--- src/rtl/isa_burst_reader.sv ---
// isa_burst_reader: takes one ISA load request from the instruction cache,
// splits it into DDR read bursts of at most FIFO_DEPTH beats, buffers the
// returned beats and replays each beat to the cache as one ISA word. Every
// word/count pair stays stable for at least two cycles.
// Optional build macro: ISA_RD_OVERFLOW_CHK_EN enables the sticky
// err_overflow detector; without it err_overflow is tied low.
//
// DDR handshake: ddr_rd_req is a level request held from the issue cycle until
// the cycle after ddr_rd_finish is sampled high; ddr_rd_addr/ddr_rd_len are
// stable for the whole time ddr_rd_req is high. ddr_rd_data is taken on every
// cycle ddr_rd_data_valid is high (there is no backpressure). ddr_rd_finish is
// a single-cycle pulse that closes the current burst.
module isa_burst_reader #(
    parameter int DDR_ADDR_WIDTH = 28,
    parameter int DDR_DATA_WIDTH = 64,
    parameter int ISA_WIDTH      = 30,
    parameter int FIFO_DEPTH     = 4,
    parameter int BEAT_BYTES     = 8
) (
    input  logic                      clk,
    input  logic                      rst,
    input  logic                      ISA_read_req,
    input  logic [DDR_ADDR_WIDTH-1:0] ISA_read_addr,
    input  logic [9:0]                isa_read_len,
    output logic [ISA_WIDTH-1:0]      instruction_to_cache,
    output logic [9:0]                rd_cnt_isa,
    output logic                      rd_burst_data_valid,
    output logic                      ddr_rd_req,
    output logic [DDR_ADDR_WIDTH-1:0] ddr_rd_addr,
    output logic [9:0]                ddr_rd_len,
    input  logic [DDR_DATA_WIDTH-1:0] ddr_rd_data,
    input  logic                      ddr_rd_data_valid,
    input  logic                      ddr_rd_finish,
    output logic [2:0]                st_cur_isa_rd,
    output logic                      err_overflow
);

    localparam int PTR_W = (FIFO_DEPTH > 1) ? $clog2(FIFO_DEPTH) : 1;
    localparam logic [PTR_W:0] PTR_ONE  = (PTR_W+1)'(1);
    localparam logic [PTR_W:0] FULL_CNT = (PTR_W+1)'(FIFO_DEPTH);
    localparam logic [9:0]     DEPTH10  = 10'(FIFO_DEPTH);

    typedef enum logic [2:0] {
        ST_IDLE      = 3'd0,
        ST_ISSUE     = 3'd1,
        ST_WAIT_ROOM = 3'd2,
        ST_DONE      = 3'd3,
        ST_ABORT     = 3'd4
    } state_t;

    state_t                    state_q;
    logic [DDR_ADDR_WIDTH-1:0] base_q;
    logic [9:0]                len_q;
    logic [9:0]                issued_q;

    logic                      req_q;
    logic [DDR_ADDR_WIDTH-1:0] addr_q;
    logic [9:0]                rlen_q;
    logic [ISA_WIDTH-1:0]      word_q;
    logic [9:0]                cnt_q;
    logic                      valid_q;

    logic [ISA_WIDTH-1:0]      fifo_mem_q [FIFO_DEPTH];
    logic [PTR_W:0]            wr_ptr_q;
    logic [PTR_W:0]            rd_ptr_q;

    logic [PTR_W:0]            fifo_count;
    logic                      fifo_empty;
    logic                      fifo_full;
    logic                      beat_wr;
    logic                      emit_live;
    logic                      pop;
    logic [9:0]                issued_nxt;
    logic [9:0]                next_chunk;
    logic [DDR_ADDR_WIDTH-1:0] next_addr;
    logic                      unused_upper;

    function automatic logic [9:0] chunk_of(input logic [9:0] n);
        return (n > DEPTH10) ? DEPTH10 : n;
    endfunction

    assign fifo_count = wr_ptr_q - rd_ptr_q;
    assign fifo_empty = (wr_ptr_q == rd_ptr_q);
    assign fifo_full  = (fifo_count == FULL_CNT);

    // Beats are only accepted while a live burst is being fetched.
    assign beat_wr = ddr_rd_data_valid && (state_q == ST_ISSUE) && !fifo_full;

    // The pulse is registered, so a pop is only allowed when the state the
    // pulse will be visible in is one that may deliver words.
    always_comb begin
        emit_live = 1'b0;
        case (state_q)
            ST_ISSUE:              emit_live = ISA_read_req | ddr_rd_finish;
            ST_WAIT_ROOM, ST_DONE: emit_live = ISA_read_req;
            default:               emit_live = 1'b0;
        endcase
    end

    // Keep a one-cycle gap after every pulse.
    assign pop = emit_live && !fifo_empty && !valid_q;

    assign issued_nxt = issued_q + rlen_q;
    assign next_chunk = chunk_of(len_q - issued_q);
    assign next_addr  = base_q + (DDR_ADDR_WIDTH'(issued_q) * DDR_ADDR_WIDTH'(BEAT_BYTES));

    assign unused_upper = ^ddr_rd_data[DDR_DATA_WIDTH-1:ISA_WIDTH];

    // Beat storage; contents are only meaningful between the pointers.
    always_ff @(posedge clk) begin
        if (beat_wr) begin
            fifo_mem_q[wr_ptr_q[PTR_W-1:0]] <= ddr_rd_data[ISA_WIDTH-1:0];
        end
    end

    // Control FSM together with FIFO pointers, emitter and DDR request registers.
    always_ff @(posedge clk) begin
        if (rst) begin
            state_q  <= ST_IDLE;
            base_q   <= '0;
            len_q    <= '0;
            issued_q <= '0;
            req_q    <= 1'b0;
            addr_q   <= '0;
            rlen_q   <= '0;
            word_q   <= '0;
            cnt_q    <= '0;
            valid_q  <= 1'b0;
            wr_ptr_q <= '0;
            rd_ptr_q <= '0;
        end else begin
            valid_q <= pop;
            if (pop) begin
                word_q   <= fifo_mem_q[rd_ptr_q[PTR_W-1:0]];
                cnt_q    <= cnt_q + 10'd1;
                rd_ptr_q <= rd_ptr_q + PTR_ONE;
            end
            if (beat_wr) begin
                wr_ptr_q <= wr_ptr_q + PTR_ONE;
            end

            case (state_q)
                ST_IDLE: begin
                    // Keep the buffer empty so no stale beat survives a request.
                    wr_ptr_q <= '0;
                    rd_ptr_q <= '0;
                    if (ISA_read_req && (isa_read_len != 10'd0)) begin
                        base_q   <= ISA_read_addr;
                        len_q    <= isa_read_len;
                        issued_q <= '0;
                        cnt_q    <= '0;
                        req_q    <= 1'b1;
                        addr_q   <= ISA_read_addr;
                        rlen_q   <= chunk_of(isa_read_len);
                        state_q  <= ST_ISSUE;
                    end
                end
                ST_ISSUE: begin
                    // A finish wins over a simultaneous request drop.
                    if (ddr_rd_finish) begin
                        req_q    <= 1'b0;
                        issued_q <= issued_nxt;
                        state_q  <= (issued_nxt == len_q) ? ST_DONE : ST_WAIT_ROOM;
                    end else if (!ISA_read_req) begin
                        state_q <= ST_ABORT;
                    end
                end
                ST_WAIT_ROOM: begin
                    if (!ISA_read_req) begin
                        wr_ptr_q <= '0;
                        rd_ptr_q <= '0;
                        state_q  <= ST_IDLE;
                    end else if (fifo_empty) begin
                        req_q   <= 1'b1;
                        addr_q  <= next_addr;
                        rlen_q  <= next_chunk;
                        state_q <= ST_ISSUE;
                    end
                end
                ST_DONE: begin
                    if (!ISA_read_req) begin
                        wr_ptr_q <= '0;
                        rd_ptr_q <= '0;
                        state_q  <= ST_IDLE;
                    end
                end
                ST_ABORT: begin
                    // The DDR side must see its burst closed before we let go.
                    if (ddr_rd_finish) begin
                        req_q    <= 1'b0;
                        wr_ptr_q <= '0;
                        rd_ptr_q <= '0;
                        state_q  <= ST_IDLE;
                    end
                end
                default: begin
                    req_q   <= 1'b0;
                    state_q <= ST_IDLE;
                end
            endcase
        end
    end

`ifdef ISA_RD_OVERFLOW_CHK_EN
    logic [9:0] beat_cnt_q;
    logic       err_q;

    // Sticky detector for beats the buffer or the burst length cannot account for.
    always_ff @(posedge clk) begin
        if (rst) begin
            beat_cnt_q <= '0;
            err_q      <= 1'b0;
        end else begin
            if (!req_q) begin
                beat_cnt_q <= '0;
            end else if (ddr_rd_data_valid && (state_q == ST_ISSUE)) begin
                beat_cnt_q <= beat_cnt_q + 10'd1;
            end
            if (ddr_rd_data_valid && (state_q == ST_ISSUE) &&
                (fifo_full || (beat_cnt_q >= rlen_q))) begin
                err_q <= 1'b1;
            end
        end
    end

    assign err_overflow = err_q;
`else
    assign err_overflow = 1'b0;
`endif

    assign instruction_to_cache = word_q;
    assign rd_cnt_isa           = cnt_q;
    assign rd_burst_data_valid  = valid_q;
    assign ddr_rd_req           = req_q;
    assign ddr_rd_addr          = addr_q;
    assign ddr_rd_len           = rlen_q;
    assign st_cur_isa_rd        = state_q;

endmodule

--- config.mk ---
export PLATFORM = sky130hd
export DESIGN_NAME = isa_burst_reader
export DESIGN_NICKNAME = d
export VERILOG_FILES = /design/src/rtl/isa_burst_reader.sv
export SDC_FILE = /design/constraint.sdc
export NUM_CORES = 1
export LEC_CHECK = 0
export CORE_ASPECT_RATIO = 0.9
export CORE_MARGIN = 2
export CORE_UTILIZATION = 48
export CTS_CLUSTER_DIAMETER = 40
export DETAILED_ROUTE_END_ITERATION = 12
export PLACE_DENSITY_LB_ADDON = 0.2
export SYNTH_ARGS = -nofsm -noshare
export SYNTH_HDL_FRONTEND = slang
export SYNTH_SLANG_ARGS = --single-unit
--- constraint.sdc ---
create_clock -name clk -period 2.7 [get_ports clk]
set_input_delay 0.54 -clock clk [delete_from_list [all_inputs] [get_ports clk]]
set_output_delay 0.54 -clock clk [all_outputs]
set_load 0.03 [all_outputs]
==> run_results.csv <==
group,metric,value,unit
outcome,status,"finished clean",
yosys,syn_area_per_cell,10.8,sq um
critical_path,cp.depth,1,
yosys,syn_nets,1204,
placed_design,dp_hpwl,18.8,mm
yosys,netlist_area,11500,sq um
global_route,grt_max_degree,86,
floorplan,die-area,25100,sq um
critical_path,critPathLaunchType,"register",
cts,clkLatencyLatePin,0.52,ns
route,final_antenna_net_count,0,
critical_path,crit_chain,"clkdlybuf4s50_1",
route,first_pass_iters,5,
cts,cts_buffer_depth,3,
pwr,power.density,661,nW/um^2
cts,cts_setup_buffers,0,
critical_path,cp_slowest_cell,"clkdlybuf4s50_1",
yosys,muxShareOfSynthArea,0.0643,
floorplan,start_util,0.489,
timing,slew_headroom,0.335,
yosys,synthAdderAreaFrac,0.0446,
route,vias,8640,
global_route,grt.overflow.total,0,
pwr,ir_drop,0.666,mV
yosys,synth_compound_area_frac,0.122,
floorplan,io-pin-count,191,
job,max_cap_violations,0,
critical_path,worstPathRequired,2.16,ns
cts,clk_pin_slew,0.05,ns
placed_design,port_buffers,155,
critical_path,crit_arrival,2.01,ns
placed_design,routabilityCongestion,0.859,
yosys,yosys.area_share.xor_xnor,0.0405,
critical_path,r2r_end,"st_cur_isa_rd[0]",
layout,diodes,0,
critical_path,crit_fanout,15,
route,drt_iter0_markers,599,
timing,fin_ws,0.153,ns
timing,period_share,0.943,
floorplan,dieWidth,167,microns
yosys,async_flop_share,0,
placed_design,place_inst,1497,
critical_path,r2r_slack,0.18,ns
yosys,yosysWarnings,0,
route,wl_per_cell,18.1,microns
layout,layout.cells.non_filler,1558,
timing,finalSetupViolCount,0,
critical_path,crit_buf_inv,1,
global_route,antenna_found_initial,0,
yosys,synth_edf_count,120,
critical_path,path_class,"reg -> out",
timing,worst_pin_slew,0.998,ns
critical_path,end_kind,"output port",
yosys,ys_types,71,
critical_path,cpLargestDelayFamily,"buffers and inverters",
critical_path,crit_path_max_incr_delay,0.83,ns
critical_path,crit_start,"st_cur_isa_rd[1]",
yosys,ys.flop_type,"dfxtp_1",
global_route,grt_pass1_wl,44.9,mm
floorplan,rows,53,
global_route,grt_pass1_vias,8566,
route,via_per_inst,5.55,
hold_path,min_from,"instruction_to_cache[12]",
yosys,synth-seq-cells,257,
floorplan,core,23400,sq um
cts,root_buffer,"clkbuf_16",
floorplan,die_h,151,microns
cts,h-tree-depth,2,
timing,maxSlewViolCount,0,
hold_path,worst_hold_path.endpoint,"instruction_to_cache[12]",
timing,hold_viol_final,0,
timing,fmax,0.393,GHz
cts,cts_buffers,34,
yosys,synth-simple-area-share,0.144,
cts,cts_tree,"done",
hold_path,holdPathStages,2,
cts,cts.sinks,257,
yosys,netlist_instances,1058,
pwr,p_leak,5.24,nW
yosys,ys_seq_area_frac,0.554,
pwr,power.total,0.00979,W
yosys,synth_top_family_by_area,"simple AND/OR/NAND/NOR gates",
cts,postCtsHoldBufs,0,
timing,tns,0,ns
timing,holdWs,0.453,ns
route,drc,0,
layout,fin_nets,1377,
route,routed_wl,28.2,mm
placed_design,post-place-ws,-0.0123,ns
global_route,grtUsageTotal,0.224,
hold_path,min_path_type,"reg -> reg",
layout,layout-drive-gt1-share,0.116,
critical_path,worstRegToRegCells,8,
critical_path,worstReg2RegStart,"ddr_rd_len[1]",
timing,period_needed,2.55,ns
timing,fin_skew,0.0235,ns
layout,area_growth,29.2,%
[cell type report]
cell class                      count  area [sq um]
Clock buffer                       37           862
Clock inverter                     24           332
Fill cell                        1852          8610
Inverter                           26          97.6
Multi-Input combinational cell    716          4800
Sequential cell                   257          6350
Tap cell                          302           378
Timing Repair Buffer              196          1980
[placed cells by master, fill, tap and decap left out, types with 10 or more instances in the layout]
| master | netlist | final |
|---|---|---|
| nand2_1 | 192 | 192 |
| nor3_1 | 10 | 10 |
| a31oi_1 | 11 | 11 |
| a22oi_1 | 12 | 12 |
| buf_4 | 3 | 32 |
| xor2_1 | 23 | 23 |
| mux4_2 | 30 | 30 |
| a21oi_1 | 112 | 112 |
| dfxtp_1 | 137 | 135 |
| inv_1 | 24 | 24 |
| nor2b_1 | 10 | 10 |
| ha_1 | 36 | 36 |
| clkdlybuf4s50_1 | 0 | 154 |
| and3_1 | 13 | 13 |
| clkbuf_16 | 0 | 34 |
| edfxtp_1 | 120 | 120 |
| buf_12 | 0 | 10 |
| o22ai_1 | 12 | 12 |
| xnor2_1 | 30 | 29 |
| nand3_1 | 22 | 21 |
| nor2_1 | 60 | 60 |
| o21ai_0 | 17 | 17 |
[worst max path at each step]
stage | to | slack (ns)
6_report | st_cur_isa_rd[1] | 0.15
2_1_floorplan | fifo_mem_q[3][0] | 0.05
5_1_grt | ddr_rd_len[2] | -0.0004
3_5_place_dp | ddr_rd_addr[19] | -0.01
4_1_cts | ddr_rd_len[2] | 0.13
3_3_place_gp | st_cur_isa_rd[0] | 0.002
[metal layers]
layer | GRT usage | part of all wire | vias to the layer above
met5 | 0 | 0 | -
met4 | 0.0776 | 0.027 | 0
met3 | 0.0407 | 0.053 | 53
met2 | 0.379 | 0.48 | 255
met1 | 0.293 | 0.44 | 4151
li1 | - | - | 4181
[what timing repair did]
action                                 in CTS  in global routing
setup endpoints to repair                   0                  3
gates resized for setup                     0                  3
endpoints found under the hold margin       0                  0
[state kept, by name (all words and copies together), names as in the netlist]
signal	cells
fifo_mem_q	120
instruction_to_cache	30
base_q	28
ddr_rd_addr	28
ddr_rd_len	10
issued_q	10
len_q	10
rd_cnt_isa	10
rd_ptr_q	3
st_cur_isa_rd	3
wr_ptr_q	3
ddr_rd_req	1
rd_burst_data_valid	1
[metrics by stage]
stage	util	instance area, sq um
floorplan	-	11500
global placement	0.581	13600
detailed placement	0.581	13600
CTS	0.632	14800
global route	0.632	14800
finish	0.632	14800
[cells in the mapped netlist (3+ instances only)]
master,number,share of area
nand2_1,192,0.063
dfxtp_1,137,0.24
edfxtp_1,120,0.31
a21oi_1,112,0.049
nor2_1,60,0.020
clkbuf_1,42,0.014
ha_1,36,0.039
mux4_2,30,0.059
xnor2_1,30,0.023
inv_1,24,0.0079
xor2_1,23,0.018
nand3_1,22,0.0096
o21ai_0,17,0.0074
and3_1,13,0.0071
a22oi_1,12,0.0079
o22ai_1,12,0.0066
a31oi_1,11,0.0060
nor2b_1,10,0.0055
nor3_1,10,0.0044
a21o_1,8,0.0052
a311oi_1,8,0.0061
nand4_1,8,0.0044
and2_1,7,0.0038
buf_2,7,0.0031
nor4_1,7,0.0038
o211ai_1,7,0.0046
a211oi_1,6,0.0039
buf_1,6,0.0020
and4_1,5,0.0038
mux2i_1,5,0.0044
nand3b_1,5,0.0033
a21boi_0,4,0.0026
buf_4,3,0.0020
fa_1,3,0.0052
nand2b_1,3,0.0016
nor3b_1,3,0.0020
o211a_1,3,0.0026
o21a_1,3,0.0020
or2_2,3,0.0016
or4_1,3,0.0020
[power by group]
part | internal [W] | switching [W]
Sequential | 0.00418 | 0.0000776
Clock | 0.00294 | 0.00174
Combinational | 0.000389 | 0.000470
[kinds of logic (layout without fill, tap and decap cells)]
group,after synthesis,after routing
AOI/OAI and AO/OA,227,227
xor gates and xnor gates,53,53
adders and majority gates,39,39
buffers and inverters,85,283
DFF,257,257
muxes,36,36
other,1,1
and+or+nand+nor,360,360
No activity file was read; power rests on OpenSTA's default activity.
